File: config.mk
export PLATFORM = sky130hd
export DESIGN_NAME = fetch_stage
export DESIGN_NICKNAME = d
export VERILOG_FILES = /design/src/rtl/fetch_stage.sv
export SDC_FILE = /design/constraint.sdc
export NUM_CORES = 1
export LEC_CHECK = 0
export ABC_AREA = 0
export BUFFER_PORTS_ARGS = -buffer_cell sky130_fd_sc_hd__buf_2
export CAP_MARGIN = 40
export CORE_ASPECT_RATIO = 1.4
export CORE_MARGIN = 2
export CORE_UTILIZATION = 45
export CTS_CLUSTER_SIZE = 28
export DETAILED_ROUTE_END_ITERATION = 10
export HOLD_SLACK_MARGIN = 0.02
export PLACE_DENSITY = 0.74
export SYNTH_ARGS = -nofsm -noshare
export SYNTH_HDL_FRONTEND = slang
export SYNTH_SLANG_ARGS = --single-unit
File: constraint.sdc
create_clock -name clk -period 3.5 [get_ports clk]
set_clock_uncertainty 0.15 [all_clocks]
set_input_delay 0.175 -clock clk [delete_from_list [all_inputs] [get_ports clk]]
set_output_delay 0.175 -clock clk [all_outputs]
set_load 0.02 [all_outputs]
File: src/rtl/fetch_stage.sv
// fetch_stage: MIPS instruction-fetch stage owning the PC, IF/ID register, redirect and out-of-range halt
// Ports: clk/rst (sync, active-high); imem_addr/imem_instr to the instruction ROM;
// redirect_valid/redirect_pc from branch resolution; id_valid/id_ready handshake with
// id_instr/id_pc/id_pc_plus1 to decode; fault when the PC leaves [0, IMEM_DEPTH); fetch_count.
module fetch_stage #(
  parameter logic [31:0] RESET_PC = 32'd0,
  parameter int unsigned IMEM_DEPTH = 16
) (
  input  logic        clk,
  input  logic        rst,
  output logic [31:0] imem_addr,
  input  logic [31:0] imem_instr,
  input  logic        redirect_valid,
  input  logic [31:0] redirect_pc,
  input  logic        id_ready,
  output logic        id_valid,
  output logic [31:0] id_instr,
  output logic [31:0] id_pc,
  output logic [31:0] id_pc_plus1,
  output logic        fault,
  output logic [31:0] fetch_count
);
  typedef enum logic [1:0] {BOOT, RUN, HALT} state_t;
  state_t state, state_n;
  logic [31:0] pc, pc_n, instr_n, id_pc_n, plus1_n, count_n;
  logic valid_n, fault_n, stall, in_range;
  assign imem_addr = pc;
  assign stall = id_valid && !id_ready;
  assign in_range = pc < 32'(IMEM_DEPTH);
  always_ff @(posedge clk) begin
    if (rst) begin
      state       <= BOOT;
      pc          <= RESET_PC;
      id_valid    <= 1'b0;
      id_instr    <= '0;
      id_pc       <= '0;
      id_pc_plus1 <= '0;
      fault       <= 1'b0;
      fetch_count <= '0;
    end else begin
      state       <= state_n;
      pc          <= pc_n;
      id_valid    <= valid_n;
      id_instr    <= instr_n;
      id_pc       <= id_pc_n;
      id_pc_plus1 <= plus1_n;
      fault       <= fault_n;
      fetch_count <= count_n;
    end
  end
  // Redirect beats everything, including a stall: the held instruction is dropped.
  always_comb begin
    state_n = state;
    pc_n    = pc;
    valid_n = id_valid;
    instr_n = id_instr;
    id_pc_n = id_pc;
    plus1_n = id_pc_plus1;
    fault_n = fault;
    count_n = fetch_count;
    if (redirect_valid) begin
      pc_n    = redirect_pc;
      valid_n = 1'b0;
      fault_n = 1'b0;
      state_n = RUN;
    end else if (state == BOOT) begin
      state_n = RUN;
    end else if (state == RUN && !stall) begin
      if (in_range) begin
        instr_n = imem_instr;
        id_pc_n = pc;
        plus1_n = pc + 32'd1;
        valid_n = 1'b1;
        pc_n    = pc + 32'd1;
        count_n = fetch_count + 32'd1;
      end else begin
        valid_n = 1'b0;
        fault_n = 1'b1;
        state_n = HALT;
      end
    end
  end
endmodule
; ---- Word level (Yosys, flattened, before mapping)
; Index checks and enable logic that the tools add are counted.
[classes]
bitwise = 3
mux = 9
n_reduce_logical = 16
n_addsub = 2
magnitude_cmp = 1
eq_ne = 3
[ops]
columns = cell, n
row1 = 32-bit two-way mux, 4
row2 = "32-bit by 1-bit adder with 32-bit output, second input constant", 2
row3 = "32-bit by 5-bit < comparator with 1-bit output, second input constant", 1
row4 = 2-bit AND reduction, 3
row5 = 3-bit AND reduction, 2
row6 = 1-bit two-way mux, 5
row7 = 4-bit AND reduction, 1
row8 = 2-bit nonzero test, 2
row9 = "3-bit by 2-bit != test with 1-bit output, second input constant", 1
row10 = 1-bit inverter, 3
row11 = 3-bit nonzero test, 1
row12 = 3-bit OR reduction, 1
row13 = "2-bit by 1-bit == test with 1-bit output, second input constant", 1
row14 = 1-bit logical AND, 2
row15 = 1-bit logical NOT, 2
row16 = 2-bit logical NOT, 1
row17 = "2-bit != test, second input constant", 1
row18 = 2-bit OR reduction, 1
[word_totals]
out_inout_bits = 162
word_cells = 43
inputBits = 68
ff_bits = 164

; ---- Depth between registers and ports, before layout
[logic_depth]
ltp_word = 7
ltp_mapped = 8
mapped_depth_nobuf = 6

; ---- Least setup slack after synthesis
; No wires, ideal clock.
[synth_path]
path_kind = flip-flop to flip-flop
start = register pc[27], in the netlist imem_addr[27]
end = register fetch_count[11]
slack_ns = 0.967
arrival_ns = 2.313
required_ns = 3.280
setup_time_ns = 0.070
period_less_slack_ns = 2.533
path_stages_with_launch = 7
path_buffers = 1
cell_sequence = dfxtp_1 or4_4 or3_1 or4_4 buf_6 or3_1 a21oi_1
[synth_between]
elab_chain_cells = 2
[synth_rtl]
columns = item, line_no
row1 = start: declaration, 25  ; logic [31:0] pc, pc_n, instr_n, id_pc_n, plus1_n, count_n;
row2 = start signal: assignment, 42  ; pc <= pc_n;
row3 = 32-bit by 5-bit < comparator with 1-bit output, 29  ; assign in_range = pc < 32'(IMEM_DEPTH);
row4 = 4-bit AND reduction (no line), -
row5 = end signal: assignment, 48  ; fetch_count <= count_n;
row6 = end: declaration, 21  ; output logic [31:0] fetch_count
; No other way between the ends.
; A chain may end at the register's enable or synchronous reset.

; ---- Worst setup path in the final report
[layout_path]
start = register pc[19], in the netlist imem_addr[19]
end = register id_instr[15]
[layout_between]
elab_chain_cells = 2
[layout_rtl]
columns = item, line_no
row1 = 32-bit by 5-bit < comparator with 1-bit output, 29
row2 = 4-bit AND reduction (no line), -
row3 = end signal: assignment, 44  ; id_instr <= instr_n;
row4 = end: declaration, 17  ; output logic [31:0] id_instr,
; No other way between the ends.

==> flow_summary.json <==
{
  "status": "completed",
  "vdd_drop_max_uv": 394,
  "grt-ovfl-total": 0,
  "fp.dieH_um": 139,
  "path_max_fanout": 46,
  "drt_wl_total_um": 16200,
  "grt_pass1_vias": 5429,
  "grt_pass1_wl_um": 26000,
  "ys.flop_type": "dfxtp_1",
  "crit_arrival_ps": 3370,
  "fp.dieArea_um2": 14000,
  "synth.yosys.seq_area_share": 0.560,
  "wl_met3_um": 945,
  "area_delta_synth_final_pct": 44.6,
  "p_per_area_nw_per_um2": 489,
  "met2_length_um": 7950,
  "via_per_inst": 5.15,
  "cts_max_path_buffers": 2,
  "cts_resized": 0,
  "clock_sinks": 164,
  "period_share": 0.902,
  "multi_input_comb_area_um2": 2410,
  "ant_nets": 0,
  "m1WireLength_um": 6580,
  "crit_type": "register to register",
  "fillerInstances": 1051,
  "hpwl_um": 10200,
  "grt_max_degree": 56,
  "critPathLaunchType": "register",
  "io_pins": 230,
  "synthArstFlopShare": 0,
  "top_layer": "met4",
  "placementRows": 49,
  "port-buffer-count": 229,
  "num_antenna_cells": 0,
  "synth_top_area_frac": 0.560,
  "cp_top_family": "simple AND/OR/NAND/NOR gates",
  "clk_latency_ps": 410,
  "min_period_ps": 3160,
  "synth_edf_count": 0,
  "cts_buffers": 17,
  "cap_violations": 0,
  "slowest_delay_ps": 570,
  "cpMaxStageDelayCell": "or4_1",
  "max_slew_margin": 0.653,
  "tritoncts": "done",
  "worst_pin_slew_ps": 515,
  "clk_pin_slew_ps": 70,
  "place.gp.congestion": 0.801,
  "regArea_um2": 3280,
  "synth-seq-cells": 164,
  "cts_htree_levels": 4,
  "core_area_um2": 12800,
  "grt_use_total": 0.230,
  "drv_slew": 0,
  "synth_top_cell_by_area": "dfxtp_1",
  "clock.fmax_ghz": 0.317,
  "rsz0062_at_grt": "false",
  "critPathBufInv": 2,
  "drive_gt1_frac": 0.295,
  "finalHoldViolCount": 0,
  "synthTopCellsByArea": "dfxtp_1, a21oi_1, nand2_1, and2_1, mux2i_1",
  "final_cells": 1088,
  "dr.first_iter.drc_count": 185,
  "min_path_type": "primary input to register",
  "setup_ws_ps": 342,
  "placed_cells_incl_taps": 984,
  "vias": 5598,
  "place_ws_ps": 863,
  "synth_nets": 702,
  "postSynthCellCount": 632,
  "initial_core_util": 0.458,
  "nNetsFinal": 992,
  "detail_route.wl_per_cell_um": 14.9,
  "finalSetupViolations": 0,
  "synth_warnings": 0,
  "dr.pass1.iters": 4,
  "p_leak_uw": 0.00382,
  "clock-root-buffer": "clkbuf_16",
  "worst-endpoint-required_ps": 3710,
  "die_w_um": 100,
  "ys_types": 36,
  "antenna_found_initial": 0,
  "timing.hold.ws_ps": 87.0,
  "crit_path_end_kind": "register",
  "syn_avg_cell_area_um2": 9.28,
  "cp_cell_sequence": "or4_1 -> or3_1 -> nor4_2 -> buf_4 -> nand2_1 -> a21oi_1 -> dlygate4sd3_1",
  "remaining_drc_errors": 0,
  "tns_ps": 0,
  "syn_area_um2": 5860
}
-- worst reg2reg max path, delay by kind of cell, from the launching register on --
kind / cells / cell delay, ps
compound gates: 1 / 170
flops: 1 / 320
buf+inv: 2 / 1040
simple gates: 4 / 1420
-- final timing paths --
path                                      from            to  slack, ps  cells past startpoint
worst min-delay path            redirect_valid  imem_addr[7]         90                      3
worst min register to register     id_instr[7]   id_instr[7]        300                      2
worst max register to register   imem_addr[19]  id_instr[15]        340                      7
worst max-delay path             imem_addr[19]  id_instr[15]        340                      7
-- layer usage --
metal | GRT usage | vias up
li1 | - | 2765
met1 | 0.260 | 2569
met2 | 0.387 | 204
met3 | 0.0655 | 60
met4 | 0.121 | 0
met5 | 0 | -
-- synthesized netlist by cell type (2+ instances only) --
library cell    n
inv_1           5
clkbuf_1       31
xor2_1          3
or2_2           2
xnor2_1         4
ha_1            2
a211oi_1        8
and2_1         56
nand2b_1        2
o31ai_1        15
buf_2           5
o21ai_0        15
nor4_1          7
mux2i_1        28
nor3_1          3
or4_4           2
o21a_1          2
and3_1          4
or3_1          17
nand2_1        94
nand3_1        10
nand4_1        12
nor2_1         43
dfxtp_1       164
or4_1          17
a21oi_1        71
-- sequential cells by signal, summed over array words and instances (netlist names) --
register / count
fetch_count: 32
id_instr: 32
id_pc: 32
id_pc_plus1: 32
imem_addr: 32
state: 2
fault: 1
id_valid: 1
-- power breakdown --
group          leakage [µW]  internal (µW)  switching (µW)
Combinational       0.00219            133             142
Clock              0.000308           1100             857
Sequential          0.00133           1890            22.4
-- cells by family (layout without fill, tap and decap cells) --
logic type | after synthesis | count (layout) | synth area share
simple gates | 274 | 274 | 0.238
mux | 28 | 28 | 0.0478
buf+inv | 43 | 346 | 0.0299
xor+xnor | 7 | 7 | 0.0105
compound gates | 114 | 114 | 0.110
fa+ha+maj | 2 | 2 | 0.00427
flops | 164 | 164 | 0.560
-- cell usage in the layout, fill, tap and decap left out, drive strengths merged, types with 8 or more instances in the layout --
cell type    count
a211oi           8
a21oi           71
and2            56
buf            237
clkbuf          17
dfxtp          164
dlygate4sd3     72
inv             11
mux2i           28
nand2           94
nand3           10
nand4           12
nor2            43
o21ai           15
o31ai           15
or3             17
or4             19
-- stage by stage --
stage               power (µW)  utilization  area, µm²
finish                    4150        0.662       8480
global route              4280        0.662       8480
CTS                       4190        0.662       8480
detailed placement        2170        0.555       7120
global placement          2170        0.555       7120
floorplan                 2080            -       5860
-- area by class of cell --
| type | instances | area share |
|---|---|---|
| well taps | 153 | 0.0226 |
| clock inverters | 15 | 0.0254 |
| flip-flops and latches | 164 | 0.387 |
| inverters | 5 | 0.00221 |
| repair buffers | 309 | 0.228 |
| clock buffers | 17 | 0.0502 |
| multi-input cells | 425 | 0.285 |
-- what timing repair did --
action | in CTS | in global routing
hold buffers | 72 | 0
setup buffers | 0 | 0
hold endpoints to repair | 65 | 0
No activity file was read; power rests on OpenSTA's default activity.
